`src/rtl/serial_subtractor.sv`:
```
// Bit-serial a - b - bw_in. One bit per cycle, LSB first; done pulses WIDTH+1 cycles after start is accepted.
// A start is ignored while busy. Reset asserts at once and is released in step with clk.
module serial_subtractor #(
  parameter int WIDTH = 4
) (
  input  logic             clk,
  input  logic             reset,
  input  logic             start,
  input  logic [WIDTH-1:0] a,
  input  logic [WIDTH-1:0] b,
  input  logic             bw_in,
  output logic [WIDTH-1:0] d,
  output logic             bw_out,
  output logic             v,
  output logic             busy,
  output logic             done
);

  localparam int CW = $clog2(WIDTH);
  localparam logic [CW-1:0] LAST = CW'(WIDTH - 1);

  typedef enum logic [1:0] {IDLE, SHIFT, DONE} state_t;

  state_t           state_q, state_d;
  logic [CW-1:0]    cnt_q, cnt_d;
  logic [WIDTH-1:0] a_q, a_d, b_q, b_d, res_q, res_d, d_q, d_d;
  logic             bw_q, bw_d, bw_out_q, bw_out_d, v_q, v_d;
  logic             diff, bw_nxt;
  logic [1:0]       rst_sync_q;
  logic             rst;

  // Assert immediately, release after two clean clock edges.
  always_ff @(posedge clk or posedge reset) begin
    if (reset) rst_sync_q <= 2'b11;
    else       rst_sync_q <= {rst_sync_q[0], 1'b0};
  end
  assign rst = rst_sync_q[1];

  assign diff   = a_q[0] ^ b_q[0] ^ bw_q;
  assign bw_nxt = (~a_q[0] & b_q[0]) | (~a_q[0] & bw_q) | (b_q[0] & bw_q);

  always_comb begin
    state_d  = state_q;
    cnt_d    = cnt_q;
    a_d      = a_q;
    b_d      = b_q;
    bw_d     = bw_q;
    res_d    = res_q;
    d_d      = d_q;
    bw_out_d = bw_out_q;
    v_d      = v_q;
    case (state_q)
      IDLE, DONE: begin
        if (start) begin
          a_d     = a;
          b_d     = b;
          bw_d    = bw_in;
          cnt_d   = '0;
          state_d = SHIFT;
        end else begin
          state_d = IDLE;
        end
      end
      SHIFT: begin
        a_d   = a_q >> 1;
        b_d   = b_q >> 1;
        bw_d  = bw_nxt;
        res_d = {diff, res_q[WIDTH-1:1]};
        cnt_d = cnt_q + CW'(1);
        // On the last bit a_q[0]/b_q[0]/diff are the operand and result MSBs.
        if (cnt_q == LAST) begin
          state_d  = DONE;
          d_d      = {diff, res_q[WIDTH-1:1]};
          bw_out_d = bw_nxt;
          v_d      = (a_q[0] ^ b_q[0]) & (a_q[0] ^ diff);
        end
      end
      default: state_d = IDLE;
    endcase
  end

  always_ff @(posedge clk or posedge rst) begin
    if (rst) begin
      state_q  <= IDLE;
      cnt_q    <= '0;
      a_q      <= '0;
      b_q      <= '0;
      bw_q     <= 1'b0;
      res_q    <= '0;
      d_q      <= '0;
      bw_out_q <= 1'b0;
      v_q      <= 1'b0;
    end else begin
      state_q  <= state_d;
      cnt_q    <= cnt_d;
      a_q      <= a_d;
      b_q      <= b_d;
      bw_q     <= bw_d;
      res_q    <= res_d;
      d_q      <= d_d;
      bw_out_q <= bw_out_d;
      v_q      <= v_d;
    end
  end

  assign d      = d_q;
  assign bw_out = bw_out_q;
  assign v      = v_q;
  assign busy   = (state_q == SHIFT);
  assign done   = (state_q == DONE);

endmodule

```
`config.mk`:
```
export PLATFORM = sky130hd
export DESIGN_NAME = serial_subtractor
export DESIGN_NICKNAME = d
export VERILOG_FILES = /design/src/rtl/serial_subtractor.sv
export SDC_FILE = /design/constraint.sdc
export NUM_CORES = 1
export LEC_CHECK = 0
export CORE_UTILIZATION = 53
export DETAILED_ROUTE_END_ITERATION = 8
export GPL_TIMING_DRIVEN = 0
export PLACE_DENSITY_LB_ADDON = 0.12
export SETUP_SLACK_MARGIN = 0.05
export SYNTH_ARGS = -nofsm -noshare
export SYNTH_HDL_FRONTEND = slang
export SYNTH_SLANG_ARGS = --single-unit
```
`constraint.sdc`:
```
create_clock -name clk -period 2.4 [get_ports clk]
set_input_delay 0.24 -clock clk [delete_from_list [all_inputs] [get_ports clk]]
set_output_delay 0.24 -clock clk [all_outputs]
set_load 0.005 [all_outputs]
```
### Yosys cells after proc, flatten, opt, wreduce, memory -nomap -nowiden

Cells that the tools add are included.

* bitwise gates (word level): 10
* multiplexer cells: 11
* div/mod/pow operators: 0
* multipliers: 0
* add/subtract/negate cells: 1
* reduce and logical (&&, ||, !) cells: 5
* shifts and indexed selects: 0
* magnitude comparators: 0
* equality and inequality tests: 5

Operator list (count)
* one-hot mux 4 bit (2 select lines): 2
* two-way mux 4 bit: 2
* one-hot mux 2 bit (2 select lines): 2
* bitwise AND 1 bit: 4
* == test 2 bit, second input constant: 2
* two-way mux 2 bit: 2
* AND reduction 2 bit: 2
* XOR 1 bit: 3
* adder 2 x 1 -> 2 bit, second input constant: 1
* == test 2 x 1 -> 1 bit, second input constant: 1
* zero test 2 bit: 1
* two-way mux 1 bit: 2
* inequality test 2 x 1 -> 1 bit, second input constant: 1
* inequality test 2 bit, second input constant: 1
* bitwise OR 1 bit: 2
* one-hot mux 1 bit (2 select lines): 1
* nonzero test 2 bit: 1
* OR reduction 2 bit: 1
* inverter 1 bit: 1

* memories kept: 0
* register bits after elaboration: 25
* output and inout port bits: 8
* latch bits: 0
* ROM bits: 0
* bits in writable memories: 0
* input port bits: 12

### Longest topological paths before layout

Gate-level depths: netlist (run 1).

* depth after elaboration: 5
* depth in mapped cells: 6

### Worst setup path after synthesis (run 1)

OpenSTA, ideal clock, no wires.

* path type: register to register
* start point: register state_q[0]
* end point: register b_q[2]
* setup time: 0.126 ns
* clock period less this slack: 1.369 ns
* setup slack: 1.031 ns
* cell stages (with the launch flop): 7
* path buffers: 3
* arrival time: 1.243 ns
* path through: dfrtp_1 buf_6 nand2b_4 buf_6 and2_4 buf_6 a221o_1

* cells in the longest elaborated chain, start to end: 4
* elaborated cells on any way between the ends: 8
* classes of those cells: eq/ne: 3; mux: 1; reduce/logical: 4

Ends and longest elaborated chain
* start: declaration: line 24 `state_t state_q, state_d;`
* start signal: assignment: line 94 `state_q <= state_d;`
* == test 2 bit / zero test 2 bit (equally long branches): line 52 `case (state_q)`
* OR reduction 2 bit: line 52
* inequality test 2 bit (no line) / nonzero test 2 bit (equally long branches)
* AND reduction 2 bit (no line)
* end signal: assignment: line 87 `b_q <= '0;`
* end signal: assignment: line 97 `b_q <= b_d;`
* end: declaration: line 26 `logic [WIDTH-1:0] a_q, a_d, b_q, b_d, res_q, res_d, d_q, d_d;`

Parallel ways exist; a longest one is shown, timed or not.
A chain may end at the register's enable or synchronous reset.

### Worst setup path in the final report (run 1)

* start point: register state_q[1]
* end point: output port busy

* cells in the longest elaborated chain, start to end: 1

Ends and longest elaborated chain
* == test 2 x 1 -> 1 bit: line 109 `assign busy = (state_q == SHIFT);`
* end: declaration: line 15 `output logic busy,`

No other way between the ends.

==> results of run 1 <==
==> routing by layer <==
| metal | GRT usage (%) | up-vias |
|---|---|---|
| met1 | 23.7 | 360 |
| met5 | 0 | - |
| met3 | 3.53 | 4 |
| met4 | 10.6 | 0 |
| li1 | - | 348 |
| met2 | 32.8 | 27 |
==> area by class of cell <==
class	instances	area, sq um	area share (%)
sequential	24	603	45.8
multi-input combinational	51	359	27.3
timing repair buffer	19	190	14.4
inverter	11	41.3	3.14
buffer	4	38.8	2.95
tap	25	31.3	2.38
clock inverter	1	30.0	2.28
clock buffer	3	22.5	1.71
==> metrics by stage <==
step	power [uW]	std cells
after CTS	1740	138
after detailed placement	1450	134
after global placement	1410	134
after global routing	1860	138
after floorplan	1190	90
final	1720	138
==> cells in the final DEF (no fill, tap or decap), types with 2 or more instances in the layout <==
cell,n
sky130_fd_sc_hd__clkbuf_4,3
sky130_fd_sc_hd__dfrtp_1,22
sky130_fd_sc_hd__o22ai_1,6
sky130_fd_sc_hd__a21oi_1,6
sky130_fd_sc_hd__nand3_1,2
sky130_fd_sc_hd__inv_1,11
sky130_fd_sc_hd__nand2_1,9
sky130_fd_sc_hd__clkdlybuf4s50_1,19
sky130_fd_sc_hd__ha_1,2
sky130_fd_sc_hd__o21ai_0,5
sky130_fd_sc_hd__dfstp_2,2
sky130_fd_sc_hd__buf_6,3
sky130_fd_sc_hd__mux2_2,5
sky130_fd_sc_hd__a22o_1,2
==> sequential cells by signal (all words and copies together), names as in the netlist <==
signal,cells
bw_q,1
cnt_q,2
d,4
v,1
a_q,4
state_q,2
rst_sync_q,2
b_q,4
res_q,3
bw_out,1
==> report_power, final <==
part	total, uW	switching, uW	internal (uW)
registers	688	108	580
logic	748	335	413
clock network	289	120	169
total	1720	563	1160
==> cell families after synthesis <==
group                      count (synthesis)  share of synthesized area, %
xor gates and xnor gates                   2                          1.68
buffers and inverters                     15                          7.68
and+or+nand+nor                           18                          9.48
adders and majority gates                  3                          4.32
muxes                                      6                          6.36
DFF                                       24                          57.9
other                                      1                         0.360
AOI/OAI and AO/OA                         21                          12.2
==> worst max-delay path by stage <==
stage | end | depth (start not counted) | slack [ns] | startpoint
5_1_grt | busy | 3 | 0.36 | state_q[1]
4_1_cts | busy | 3 | 0.45 | state_q[1]
3_5_place_dp | b_q[2] | 6 | 0.72 | start
2_1_floorplan | b_q[2] | 6 | 1.03 | state_q[0]
3_3_place_gp | b_q[2] | 6 | 0.71 | start
6_report | busy | 3 | 0.46 | state_q[1]
==> results.toml, run 1 <==
[outcome]
result_of_the_run = "completed"

[logic_synthesis]
synthCells = 90
synth.top_cells.by_area = "sky130_fd_sc_hd__dfrtp_1, sky130_fd_sc_hd__mux2_2, sky130_fd_sc_hd__dfstp_2"
netlist.area_leader.share_pct = 52.8
synth.yosys.warnings = 0
asyncSetResetFlopFracSynth_pct = 100
synth_edf_count = 0
synthMostInstantiatedCell = "sky130_fd_sc_hd__dfrtp_1"
syn_area_per_cell_sq_um = 11.6
synth.distinct_cells = 27
postSynthRegisterBits = 24
yosysSeqAreaShare_pct = 57.9
syn_nets = 105
synth_flop_cell = "sky130_fd_sc_hd__dfrtp_1"
synth_top_cells_by_count = "sky130_fd_sc_hd__dfrtp_1, sky130_fd_sc_hd__inv_1, sky130_fd_sc_hd__nand2_1"
synth_area_leader_cell = "sky130_fd_sc_hd__dfrtp_1"
synth.cell_area_sq_mm = 0.00104

[setup_path]
critical_path.reg2reg.startpoint = "state_q[0]"
critPathRequiredTime_ns = 2.16
cp_cell_sequence = "nand2b_1 > inv_1 > clkdlybuf4s50_1"
worst_path_dominant_cell_family = "buffers and inverters"
slowest_stage = "sky130_fd_sc_hd__clkdlybuf4s50_1"
critical_path.n_buffers_inverters = 2
ff2ff_path_depth = 6
cp_slowest_stage_delay_ns = 0.52
r2r_slack_ns = 0.95
rr_endpoint = "b_q[2]"
setup.worst_path.class = "register to primary output"
crit_arrival_ns = 1.70
critical_path.startpoint_type = "register"
capturing_element_type_of_the_critical_path = "primary output"
critical_path_peak_fanout = 6

[route]
routed_via_density = 5.36
wl_met3_um = 90
drcViolationCount = 0
detail_route.first_pass.iterations = 4
routed_wire_length_mm = 1.67
iteration_0_drc_count_of_the_detailed_router = 18
drt-wirelength-per-cell_um = 12.1
routed-wl-met2_um = 821
top_layer = "met4"
drt.antenna.violating_nets = 0
routedLengthMet1_um = 721
vias = 739

[layout]
flow.area_growth_from_synthesis_pct = 26.3
antenna_cells_inserted = 0
utilization_pct = 73.8
share_of_post_route_cells_with_drive_strength_above_1_pct = 15.0
layout.filler_cells = 130
finish.instance_area_sq_mm = 0.00132
finish.net_count = 129

[cts]
clk_latency_ns = 0.31
cts_hold_buf = 0
clock_root_buffer_master = "sky130_fd_sc_hd__clkbuf_4"
post_cts.repair.setup_buffers = 0
cts_resized = 0
clk_pin_slew_worst_paths_ns = 0.13
htree_num_levels = 1
numCtsBuffers = 3
cts.sink_count = 24
max-clock-path-buffers = 2
cts_tree = "done"

[timing]
postLayoutSetupSlackWorst_ns = 0.457
worst-slew-pin-transition_ns = 0.821
rsz0062_at_grt = "no"
fin_crit_sh_pct = 81.0
hold_ws_ns = 0.222
fin_worst_skew_ns = 0.00270
fin_setup_tns_ns = 0
timing_hold_violations_final = 0
post-route-min-period_ns = 1.94
slew_headroom_pct = 45.2
achievable-frequency_ghz = 0.515
number_of_endpoints_failing_setup_at_the_final_stage = 0
drv_slew = 0

[global_route]
antenna_found_initial = 0
track_usage_pct = 19.6
grt_pass1_wl_mm = 2.83
grt_start_max_net_pins = 23
number_of_global_route_vias_before_repair = 669
globalRoute.totalOverflow = 0

[die]
rows = 15
die_area_sq_mm = 0.00215
fp.coreArea_sq_mm = 0.00178
start_util_pct = 58.5
die-width_um = 46.3
die_height_um = 46.3
floorplan.io_pins = 20

[place]
placed_cell_area_sq_mm = 0.00126
place.gp.congestion = 0.698
detailedPlacementHpwl_mm = 1.22
placement.io_buffers = 19
dpl_worst_slack_ns = 0.722

[pwr]
leakagePower_uw = 0.000629
power-per-cell-area_mw_per_mm2 = 1310
worst_ir_drop_vdd_mv = 0.941

[worst_hold_path]
worstHoldPathType = "input pin to asynchronous set/reset pin"

[job]
cap_violations = 0
No activity file was read; power rests on OpenSTA's default activity.
==> run 2: changes to the inputs <==
- CORE_UTILIZATION: 53 -> 49
- clock period: 2.4 -> 2 ns (I/O delays scaled with it)
==> run 2 against run 1 <==
- core utilization shrank 7.9 points
- non-clock buffer count is the same
- power grew 15%
- critical path type unchanged
- largest power group unchanged
- clock skew grew 0.0027 ns
- routed wire length shrank 1.4%
- critical endpoint unchanged
- critical path depth is the same
==> results.toml, run 2 (same netlist as run 1, synthesis figures left out) <==
[place]
place.gp.congestion = 0.687
detailedPlacementHpwl_mm = 1.22
placed_cell_area_sq_mm = 0.00127
placement.io_buffers = 19

[route]
drcViolationCount = 0
iteration_0_drc_count_of_the_detailed_router = 21
drt.antenna.violating_nets = 0
routed_wire_length_mm = 1.65
detail_route.first_pass.iterations = 4
drt-wirelength-per-cell_um = 11.8
routed_via_density = 4.95
vias = 693

[worst_hold_path]
worstHoldPathType = "input pin to asynchronous set/reset pin"

[setup_path]
rr_endpoint = "v"
critPathRequiredTime_ns = 1.80
critical_path_peak_fanout = 6
setup.worst_path.class = "register to primary output"
critical_path.startpoint_type = "register"
setup.worst_path.end = "busy"
ff2ff_path_depth = 4
critical_path.startpoint = "state_q[1]"
critical_path.reg2reg.startpoint = "a_q[0]"
crit_arrival_ns = 1.65
r2r_slack_ns = 0.54
capturing_element_type_of_the_critical_path = "primary output"

[pwr]
sequentialPowerShare_pct = 41.6
power-per-cell-area_mw_per_mm2 = 1510
p_sw_share_pct = 33.8
worst_ir_drop_vdd_mv = 0.845
power.share.clock_pct = 12.8
internal_power_uw = 1310
leakagePower_uw = 0.000620
comb_power_share_pct = 45.7
net_switching_power_of_the_design_uw = 669
design_power_total_uw = 1980

[layout]
finish.net_count = 129
utilization_pct = 65.9
layout_commonest_cell = "sky130_fd_sc_hd__dfrtp_1"
mostFrequentLayoutCells = "sky130_fd_sc_hd__dfrtp_1, sky130_fd_sc_hd__clkdlybuf4s50_1, sky130_fd_sc_hd__inv_1"
share_of_post_route_cells_with_drive_strength_above_1_pct = 16.8
flow.area_growth_from_synthesis_pct = 25.3
finish.instance_area_sq_mm = 0.00131
antenna_cells_inserted = 0

[timing]
fin_crit_sh_pct = 92.6
slew_headroom_pct = 45.6
timing_hold_violations_final = 0
fin_setup_tns_ns = 0
number_of_endpoints_failing_setup_at_the_final_stage = 0
post-route-min-period_ns = 1.85
fin_worst_skew_ns = 0.00544
worst-slew-pin-transition_ns = 0.815
rsz0062_at_grt = "no"
achievable-frequency_ghz = 0.540
drv_slew = 0

[cts]
htree_num_levels = 1
max-clock-path-buffers = 2
clk_pin_slew_worst_paths_ns = 0.12
clk_latency_ns = 0.31
numCtsBuffers = 3
cts.sink_count = 24
clock_root_buffer_master = "sky130_fd_sc_hd__clkbuf_4"
cts_tree = "done"
cts_hold_buf = 0

[global_route]
track_usage_pct = 16.8
number_of_global_route_vias_before_repair = 602
grt_start_max_net_pins = 23
globalRoute.totalOverflow = 0
grt_pass1_wl_mm = 2.68
antenna_found_initial = 0

[job]
cap_violations = 0

[die]
rows = 16
die_height_um = 48.1
start_util_pct = 52.6
floorplan.io_pins = 20
fp.coreArea_sq_mm = 0.00198
die-width_um = 48.1
die_area_sq_mm = 0.00232

[outcome]
result_of_the_run = "completed"
## run 2: what timing repair did
action,in CTS,in global routing
setup buffers,0,0
endpoints found under the setup margin,0,1
resized for setup,0,2
## run 2: metal layers
metal | vias up | global-route usage, % | routed length (um)
met4 | 0 | 6.67 | 9
met5 | - | 0 | 0
met1 | 330 | 25.0 | 760
met2 | 17 | 24.1 | 819
met3 | 2 | 3.33 | 57
li1 | 344 | - | -
## run 2: layout make-up
class                   instances  area, sq um
well taps                      27         33.8
clock buffers                   4         36.3
inverters                      11         41.3
plain buffers                   4         38.8
repair buffers                 19          190
flip-flops and latches         24          604
multi-input cells              51          362
fillers                       157          676
## run 2: worst min-delay path by stage
| stage | cells past startpoint | endpoint | slack (ns) | startpoint |
|---|---|---|---|---|
| 6_report | 2 | rst_sync_q[1] | 0.19 | reset |
| 5_1_grt | 2 | rst_sync_q[1] | 0.21 | reset |
| 4_1_cts | 2 | rst_sync_q[1] | 0.19 | reset |
| 3_5_place_dp | 0 | rst_sync_q[1] | 0.35 | rst_sync_q[0] |
| 3_3_place_gp | 0 | rst_sync_q[1] | 0.35 | rst_sync_q[0] |
| 2_1_floorplan | 1 | rst_sync_q[0] | 0.11 | reset |
## run 2: critical path: stages (launching register included)
cell	delay (ns)
sky130_fd_sc_hd__dfrtp_2	0.47
sky130_fd_sc_hd__nand2b_2	0.23
sky130_fd_sc_hd__inv_1	0.13
sky130_fd_sc_hd__clkdlybuf4s50_1	0.52
## run 2: power groups by stage
stage                     sequential [uW]  combinational [uW]  clock, uW
after floorplan                       813                 620          0
after global placement                824                 873          0
after detailed placement              836                 903          0
after CTS                             824                 908        254
after global routing                  849                1010        277
final                                 822                 902        252
## run 2: metrics by stage
step / instances / hold WS (ns) / setup WS [ns]
5_1_grt: 140 / 0.215 / 0.0606
3_5_place_dp: 136 / 0.350 / 0.339
6_report: 140 / 0.191 / 0.148
2_1_floorplan: 90 / 0.112 / 0.631
3_3_place_gp: 136 / 0.347 / 0.353
4_1_cts: 140 / 0.193 / 0.105
